`src/rtl/edge_event_fifo_if.sv`:
```
// Edge-event FIFO bus: producer-side anyedge/clr_ovf, consumer-side valid/ready read port.
// Optional EDGE_DROP_CNT_EN adds the drop_cnt status signal.
interface edge_event_fifo_if #(
    parameter int unsigned WIDTH = 8,
    parameter int unsigned DEPTH = 8,
    parameter int unsigned TS_W  = 16
);
    logic [WIDTH-1:0]         anyedge;
    logic                     rd_ready;
    logic                     clr_ovf;
    logic                     rd_valid;
    logic [WIDTH-1:0]         rd_data;
    logic [TS_W-1:0]          rd_ts;
    logic [$clog2(DEPTH):0]   count;
    logic                     overflow;
`ifdef EDGE_DROP_CNT_EN
    logic [7:0]               drop_cnt;
`endif

    // Environment side: drives events and the read handshake, observes status.
    modport master (
        output anyedge,
        output rd_ready,
        output clr_ovf,
        input  rd_valid,
        input  rd_data,
        input  rd_ts,
        input  count,
`ifdef EDGE_DROP_CNT_EN
        input  drop_cnt,
`endif
        input  overflow
    );

    // FIFO side.
    modport slave (
        input  anyedge,
        input  rd_ready,
        input  clr_ovf,
        output rd_valid,
        output rd_data,
        output rd_ts,
        output count,
`ifdef EDGE_DROP_CNT_EN
        output drop_cnt,
`endif
        output overflow
    );
endinterface

```
`src/rtl/edge_event_fifo.sv`:
```
// Timestamped first-word-fall-through FIFO of non-zero edge-event vectors.
// Optional macro EDGE_DROP_CNT_EN adds a saturating 8-bit dropped-event counter.
module edge_event_fifo #(
    parameter int unsigned WIDTH = 8,
    parameter int unsigned DEPTH = 8,
    parameter int unsigned TS_W  = 16
) (
    input  logic               clk,
    input  logic               rst,
    edge_event_fifo_if.slave   bus
);
    localparam int unsigned PTR_W = $clog2(DEPTH);
    localparam int unsigned CNT_W = PTR_W + 1;

    logic [TS_W-1:0]  r_ts;
    logic [PTR_W-1:0] r_wr_ptr;
    logic [PTR_W-1:0] r_rd_ptr;
    logic [CNT_W-1:0] r_count;
    logic             r_overflow;
    logic [WIDTH-1:0] r_mem_data [DEPTH];
    logic [TS_W-1:0]  r_mem_ts   [DEPTH];

    logic w_push_req;
    logic w_empty;
    logic w_full;
    logic w_pop;
    logic w_push;
    logic w_drop;

    // Handshake decode; full/empty come from the occupancy count only.
    always_comb begin
        w_push_req = |bus.anyedge;
        w_empty    = (r_count == '0);
        w_full     = (r_count == CNT_W'(DEPTH));
        w_pop      = !w_empty && bus.rd_ready;
        // A pop in the same cycle frees the slot, so a full FIFO can still accept.
        w_push     = w_push_req && (!w_full || w_pop);
        w_drop     = w_push_req && w_full && !w_pop;
    end

    // FWFT head presentation, zeroed when nothing is stored.
    always_comb begin
        bus.rd_valid = !w_empty;
        bus.rd_data  = '0;
        bus.rd_ts    = '0;
        if (!w_empty) begin
            bus.rd_data = r_mem_data[r_rd_ptr];
            bus.rd_ts   = r_mem_ts[r_rd_ptr];
        end
        bus.count    = r_count;
        bus.overflow = r_overflow;
    end

    // Free-running timestamp, wraps silently.
    always_ff @(posedge clk) begin
        if (rst) begin
            r_ts <= '0;
        end else begin
            r_ts <= r_ts + TS_W'(1);
        end
    end

    // Storage array; contents are don't-care after reset.
    always_ff @(posedge clk) begin
        if (!rst && w_push) begin
            r_mem_data[r_wr_ptr] <= bus.anyedge;
            r_mem_ts[r_wr_ptr]   <= r_ts;
        end
    end

    // Pointers and occupancy.
    always_ff @(posedge clk) begin
        if (rst) begin
            r_wr_ptr <= '0;
            r_rd_ptr <= '0;
            r_count  <= '0;
        end else begin
            if (w_push) begin
                r_wr_ptr <= r_wr_ptr + PTR_W'(1);
            end
            if (w_pop) begin
                r_rd_ptr <= r_rd_ptr + PTR_W'(1);
            end
            case ({w_push, w_pop})
                2'b10:   r_count <= r_count + CNT_W'(1);
                2'b01:   r_count <= r_count - CNT_W'(1);
                default: r_count <= r_count;
            endcase
        end
    end

    // Sticky overflow; a drop wins over a same-cycle clear.
    always_ff @(posedge clk) begin
        if (rst) begin
            r_overflow <= 1'b0;
        end else if (w_drop) begin
            r_overflow <= 1'b1;
        end else if (bus.clr_ovf) begin
            r_overflow <= 1'b0;
        end
    end

`ifdef EDGE_DROP_CNT_EN
    logic [7:0] r_drop_cnt;

    // Saturating drop counter; clear with a same-cycle drop leaves one.
    always_ff @(posedge clk) begin
        if (rst) begin
            r_drop_cnt <= '0;
        end else if (bus.clr_ovf) begin
            r_drop_cnt <= w_drop ? 8'd1 : 8'd0;
        end else if (w_drop && (r_drop_cnt != 8'hFF)) begin
            r_drop_cnt <= r_drop_cnt + 8'd1;
        end
    end

    // Export the counter.
    always_comb begin
        bus.drop_cnt = r_drop_cnt;
    end
`endif

endmodule

```
`src/flat_wrapper.sv`:
```
// flat-port wrapper written by rule: the top's interface ports become plain ports
module edge_event_fifo_flat 
#(
    parameter int unsigned WIDTH = 8,
    parameter int unsigned DEPTH = 8,
    parameter int unsigned TS_W  = 16
)
  (clk, rst, bus_anyedge, bus_rd_ready, bus_clr_ovf, bus_rd_valid, bus_rd_data, bus_rd_ts, bus_count, bus_overflow);
  edge_event_fifo_if #(.WIDTH(WIDTH), .DEPTH(DEPTH), .TS_W(TS_W)) bus_i ();
  input  logic clk;
  input  logic rst;
  input wire logic [$bits(bus_i.anyedge)-1:0] bus_anyedge;
  input wire logic [$bits(bus_i.rd_ready)-1:0] bus_rd_ready;
  input wire logic [$bits(bus_i.clr_ovf)-1:0] bus_clr_ovf;
  output wire logic [$bits(bus_i.rd_valid)-1:0] bus_rd_valid;
  output wire logic [$bits(bus_i.rd_data)-1:0] bus_rd_data;
  output wire logic [$bits(bus_i.rd_ts)-1:0] bus_rd_ts;
  output wire logic [$bits(bus_i.count)-1:0] bus_count;
  output wire logic [$bits(bus_i.overflow)-1:0] bus_overflow;
  assign bus_i.anyedge = bus_anyedge;
  assign bus_i.rd_ready = bus_rd_ready;
  assign bus_i.clr_ovf = bus_clr_ovf;
  assign bus_rd_valid = bus_i.rd_valid;
  assign bus_rd_data = bus_i.rd_data;
  assign bus_rd_ts = bus_i.rd_ts;
  assign bus_count = bus_i.count;
  assign bus_overflow = bus_i.overflow;
  edge_event_fifo #(.WIDTH(WIDTH), .DEPTH(DEPTH), .TS_W(TS_W)) u_core (.clk(clk), .rst(rst), .bus(bus_i));
endmodule
```
`config.mk`:
```
export PLATFORM = sky130hd
export DESIGN_NAME = edge_event_fifo_flat
export DESIGN_NICKNAME = d
export VERILOG_FILES = /design/src/rtl/edge_event_fifo_if.sv /design/src/rtl/edge_event_fifo.sv /design/src/flat_wrapper.sv
export SDC_FILE = /design/constraint.sdc
export NUM_CORES = 1
export LEC_CHECK = 0
export ABC_AREA = 1
export CORE_MARGIN = 2
export CORE_UTILIZATION = 40
export DETAILED_ROUTE_END_ITERATION = 12
export GPL_TIMING_DRIVEN = 0
export PLACE_DENSITY = 0.58
export SETUP_SLACK_MARGIN = 0.02
export SLEW_MARGIN = 40
export SYNTH_ARGS = -nofsm -noshare
export SYNTH_HDL_FRONTEND = slang
export SYNTH_SLANG_ARGS = --single-unit
```
`constraint.sdc`:
```
create_clock -name clk -period 8.4 [get_ports clk]
set_input_delay 2.52 -clock clk [delete_from_list [all_inputs] [get_ports clk]]
set_output_delay 2.52 -clock clk [all_outputs]
set_load 0.02 [all_outputs]
```
== Word-level counts from Yosys, hierarchy flattened ==
Memory sizes are Yosys's and may differ from the RTL's. A register that Yosys moved wholly into a read port is not among the register bits.
Cells that the tools add are included.
Operators by class
  add/sub/neg operators: 5
  eq/ne operators: 3
  multiplexer cells: 11
  reduce and logical (&&, ||, !) cells: 14
Operator list (count)
  $add 16x1->16 const B: 1
  $mux 16: 1
  $mux 3: 4
  $mux 8: 1
  $pmux 4 s2: 1
  $reduce_or 8->1: 1
  $add 3x1->3 const B: 2
  $logic_and 1x1->1: 5
  $add 4x1->4 const B: 1
  $eq 4x4->1 const B: 1
  $logic_not 1->1: 4
  $logic_not 4->1: 1
  $mux 1: 4
  $reduce_bool 2->1: 2
  $sub 4x1->4 const B: 1
  $eq 2x1->1 const B: 1
  $eq 2x2->1 const B: 1
  $logic_or 1x1->1: 1
Word-level totals
  register bits: 27
  RAM bits: 192
  bits of input ports: 12
  output and inout bits: 30
  word-level logic and storage cells: 40
  memories: 2
Memories
  u_core.r_mem_ts: words 8, width 16, rd ports 1, clocked after Yosys merged registers in 1, wr ports 1, RTL line edge_event_fifo.sv:21  | logic [TS_W-1:0] r_mem_ts [DEPTH];
  u_core.r_mem_data: words 8, width 8, rd ports 1, clocked after Yosys merged registers in 1, wr ports 1, RTL line edge_event_fifo.sv:20  | logic [WIDTH-1:0] r_mem_data [DEPTH];

== Longest topological paths before layout ==
  word-level depth: 8
  gate-level depth with buffers: 15
  mapped depth without buffers: 15

== Worst setup path after synthesis ==
No wires, ideal clock.
  path kind: input to register
  start: in rst
  end: mem u_core.r_mem_data[6][0], enable pin
  library setup time: 0.435 ns
  data arrival time: 4.662 ns
  data required time: 7.965 ns
  slack: 3.303 ns
  stages on the path: 5
  path buffers: 2
  cells stage by stage: buf_2 > inv_1 > buf_2 > nand2_1 > nor3_1
On the way
  longest elaborated chain between the ends: 4
RTL lines
  start, declared: RTL line flat_wrapper.sv:11  | input logic rst;
  $logic_not 1->1: RTL line edge_event_fifo.sv:65  | if (!rst && w_push) begin
  $logic_and 1x1->1: RTL line edge_event_fifo.sv:65
  $mux 1: RTL line edge_event_fifo.sv:65
  $mux 1 (not written as such): RTL line edge_event_fifo.sv:66  | r_mem_data[r_wr_ptr] <= bus.anyedge;
  end, declared: RTL line edge_event_fifo.sv:20
No other way between the ends.

== Worst setup path in the final report ==
  start: reg u_core.r_count[1] (netlist: u_core.bus.count[1])
  end: out bus_rd_ts[3]
On the way
  longest elaborated chain between the ends: 2
RTL lines
  start, declared: RTL line edge_event_fifo.sv:18  | logic [CNT_W-1:0] r_count;
  start signal, assigned: RTL line edge_event_fifo.sv:85  | 2'b10: r_count <= r_count + CNT_W'(1);
  start signal, assigned: RTL line edge_event_fifo.sv:86  | 2'b01: r_count <= r_count - CNT_W'(1);
  start signal, assigned: RTL line edge_event_fifo.sv:87  | default: r_count <= r_count;
  $logic_not 4->1: RTL line edge_event_fifo.sv:33  | w_empty = (r_count == '0);
  $mux 16: RTL line edge_event_fifo.sv:46  | if (!w_empty) begin
  end, declared: RTL line flat_wrapper.sv:17  | output wire logic [$bits(bus_i.rd_ts)-1:0] bus_rd_ts;
No other way between the ends.

==> run_results.csv <==
group,metric,value,unit
outcome,status,"finished, final reports clean",
clock_tree,clockRootBuffer,"clkbuf_16",
global_route,grt_overflow,0,
logic_synthesis,synth_compound_area_frac,0.101,
drt,drt-initial-drc-count,560,
floorplanning,start_util,0.411,
sta,worstMarginPinSlew,697,ps
logic_synthesis,ys_types,31,
layout,final_common_cell,"edfxtp_1",
drt,via_count,5845,
layout,layout.cells.non_filler,1141,
sta,setup_ws,3090,ps
logic_synthesis,syn_inst,760,
logic_synthesis,ys_ff_latch,222,
logic_synthesis,syn_area,9020,µm²
clock_tree,clk_path_buf_depth,3,
clock_tree,cts_tree,"done",
sta,max_freq,188,MHz
logic_synthesis,yosysSeqAreaShare,0.706,
sta,finalSetupViolations,0,
setup_path,cp_cell_sequence,"nor2_2, nand2_2, clkbuf_1, o21ai_0, nor2_1, clkdlybuf4s50_1",
placement,portBuffers,40,
sta,drv_slew,0,
logic_synthesis,synth_top_family_by_area,"simple AND/OR/NAND/NOR gates",
global_route,grt_pass1_wl,32300,µm
clock_tree,cts_hold_buf,0,
setup_path,crit_path_start_kind,"register",
layout,drive_above_1_share,0.116,
sta,tns,0,ps
global_route,grt.total_usage,0.177,
logic_synthesis,synth_adder_area_share,0.00915,
floorplanning,design.die.area,23800,µm²
logic_synthesis,yosys.area_share.simple,0.114,
setup_path,cp.arrival,2790,ps
logic_synthesis,synth_top_area_share,0.639,
global_route,grt_max_degree,17,
logic_synthesis,synth.area.mux_share,0.0266,
drt,ant_nets,0,
setup_path,path_max_fanout,10,
drt,wl_per_cell,18.2,µm
layout,most-common-layout-cells,"edfxtp_1 (192), nor2_1 (175), o21ai_0 (112), nand2_1 (40), clkdlybuf4s50_1 (40)",
placement,gp_congestion,0.794,
clock_tree,clk_pin_slew_worst_paths,60,ps
sta,skew,8.46,ps
clock_tree,cts_made_buffers,24,
logic_synthesis,yosys_warnings,0,
placement,place_hpwl,13800,µm
sta,post-route-period-util,0.632,
floorplanning,die_w,154,µm
layout,finalNetCount,862,
power,vdd_drop_max,119,µV
logic_synthesis,synthXorXnorAreaFrac,0.000971,
sta,rsz0062_at_grt,"false",
logic_synthesis,synth_largest_area_cell,"edfxtp_1",
flow_run,max-cap-violations,0,
floorplanning,core-area,22000,µm²
drt,viasPerCell,5.12,
sta,layout_min_cycle_time,5310,ps
logic_synthesis,synth_area_leaders,"edfxtp_1 (64%), nor2_1 (7.4%), dfxtp_1 (6.7%)",
global_route,first_global_vias,5749,
sta,slew_headroom,0.535,
power,power_density,281,nW/µm²
logic_synthesis,synth.avg_cell_area,11.9,µm²
clock_tree,cts_setup_buffers,0,
clock_tree,cts.sinks,222,
floorplanning,io_pins,42,
setup_path,crit_path_end_kind,"output port",
clock_tree,clkLatencyLatePin,510,ps
placement,post-place-ws,2920,ps
setup_path,max_stage_delay,660,ps
floorplanning,die_y,154,µm
logic_synthesis,synth.net_count,778,
drt,wirelength,20800,µm
global_route,antenna_found_initial,0,
setup_path,critPathSlowestCell,"clkdlybuf4s50_1",
drt,post-route-drc-count,0,
floorplanning,rows,54,
layout,syn_to_final_growth,19.5,%
clock_tree,cts-resized-gates,0,
layout,antenna_cells,0,
worst_hold_path,hp-class,"reg -> reg",
setup_path,cp.required,5880,ps
power,power_leakage,3.75,nW
placement,dp.cells,1098,
sta,final-hold-violation-count,0,
setup_path,worst-setup-path-type,"reg -> out",
drt,drtPass1Iterations,6,
clock_tree,htree_levels,1,
==> logic make-up (layout without fill, tap and decap cells) <==
| kind of cell | after synthesis | in the layout |
|---|---|---|
| compound gates | 175 | 175 |
| xor+xnor | 1 | 1 |
| fa+ha+maj | 6 | 6 |
| buf+inv | 77 | 178 |
| flops | 222 | 222 |
| mux | 24 | 24 |
| simple gates | 255 | 255 |
==> routing by layer <==
metal  track usage  wire (µm)  part of all wire
met4        0.0396        233             0.011
met3        0.0269       1220             0.059
met2         0.287       9760              0.47
met1         0.254       9590              0.46
met5             0          0                 0
==> metrics by stage <==
| stage | instance area (µm²) | util | total power, mW | hold slack (ps) |
|---|---|---|---|---|
| after floorplan | 9020 | - | 1.74 | 433 |
| after global placement | 9770 | 0.445 | 2.04 | 451 |
| after detailed placement | 10000 | 0.456 | 2.06 | 465 |
| after CTS | 10800 | 0.491 | 3.06 | 478 |
| after global routing | 10800 | 0.491 | 3.18 | 502 |
| final | 10800 | 0.491 | 3.03 | 473 |
==> final timing paths <==
path                            slack, ps  depth (start not counted)                 endpoint                 from
worst max register to register       5930                          9  u_core.r_mem_data[0][0]  u_core.bus.count[1]
worst min-delay path                  470                          2       u_core.r_rd_ptr[2]   u_core.r_rd_ptr[2]
worst min register to register        470                          2       u_core.r_rd_ptr[2]   u_core.r_rd_ptr[2]
worst max-delay path                 3090                          6             bus_rd_ts[3]  u_core.bus.count[1]
==> state kept, by name, indices dropped and copies added (netlist names), named ones only <==
signal / flops
u_core.r_mem_ts: 128
u_core.r_mem_data: 64
u_core.r_wr_ptr: 3
u_core.r_rd_ptr: 3
u_core.bus.overflow: 1
u_core.bus.count: 4
u_core.r_ts: 16
==> worst max-delay path: cells and delay by family, from the launching register on <==
family                 cells  cell delay, ps
AND/OR/NAND/NOR            3             540
buffers and inverters      2            1140
flip-flops                 1             420
AO/OA/AOI/OAI              1             170
==> where the power goes <==
part / total, mW / internal [mW] / leakage, nW / switching (mW)
Combinational: 0.769 / 0.292 / 1.39 / 0.477
Sequential: 1.26 / 1.23 / 2.00 / 0.0221
Clock: 1.01 / 0.604 / 0.361 / 0.403
==> layout make-up <==
cell class	count	area, µm²
Sequential cell	222	6370
Multi-Input combinational cell	461	2320
Timing Repair Buffer	58	601
Inverter	38	143
Buffer	39	239
Clock buffer	32	652
Fill cell	1922	11200
Clock inverter	11	104
Tap cell	280	350
==> cell usage after synthesis, drive strengths merged <==
cell / number
mux2i: 24
nor3: 9
nand4: 2
fa: 1
nand3: 14
nor2: 183
xnor2: 1
o21ai: 132
dfxtp: 30
edfxtp: 192
nand3b: 1
a21oi: 15
nand2: 45
ha: 5
buf: 24
o22ai: 24
clkbuf: 15
a31oi: 2
o21a: 2
inv: 38
or2: 1
(Power assumes the default switching activity.)
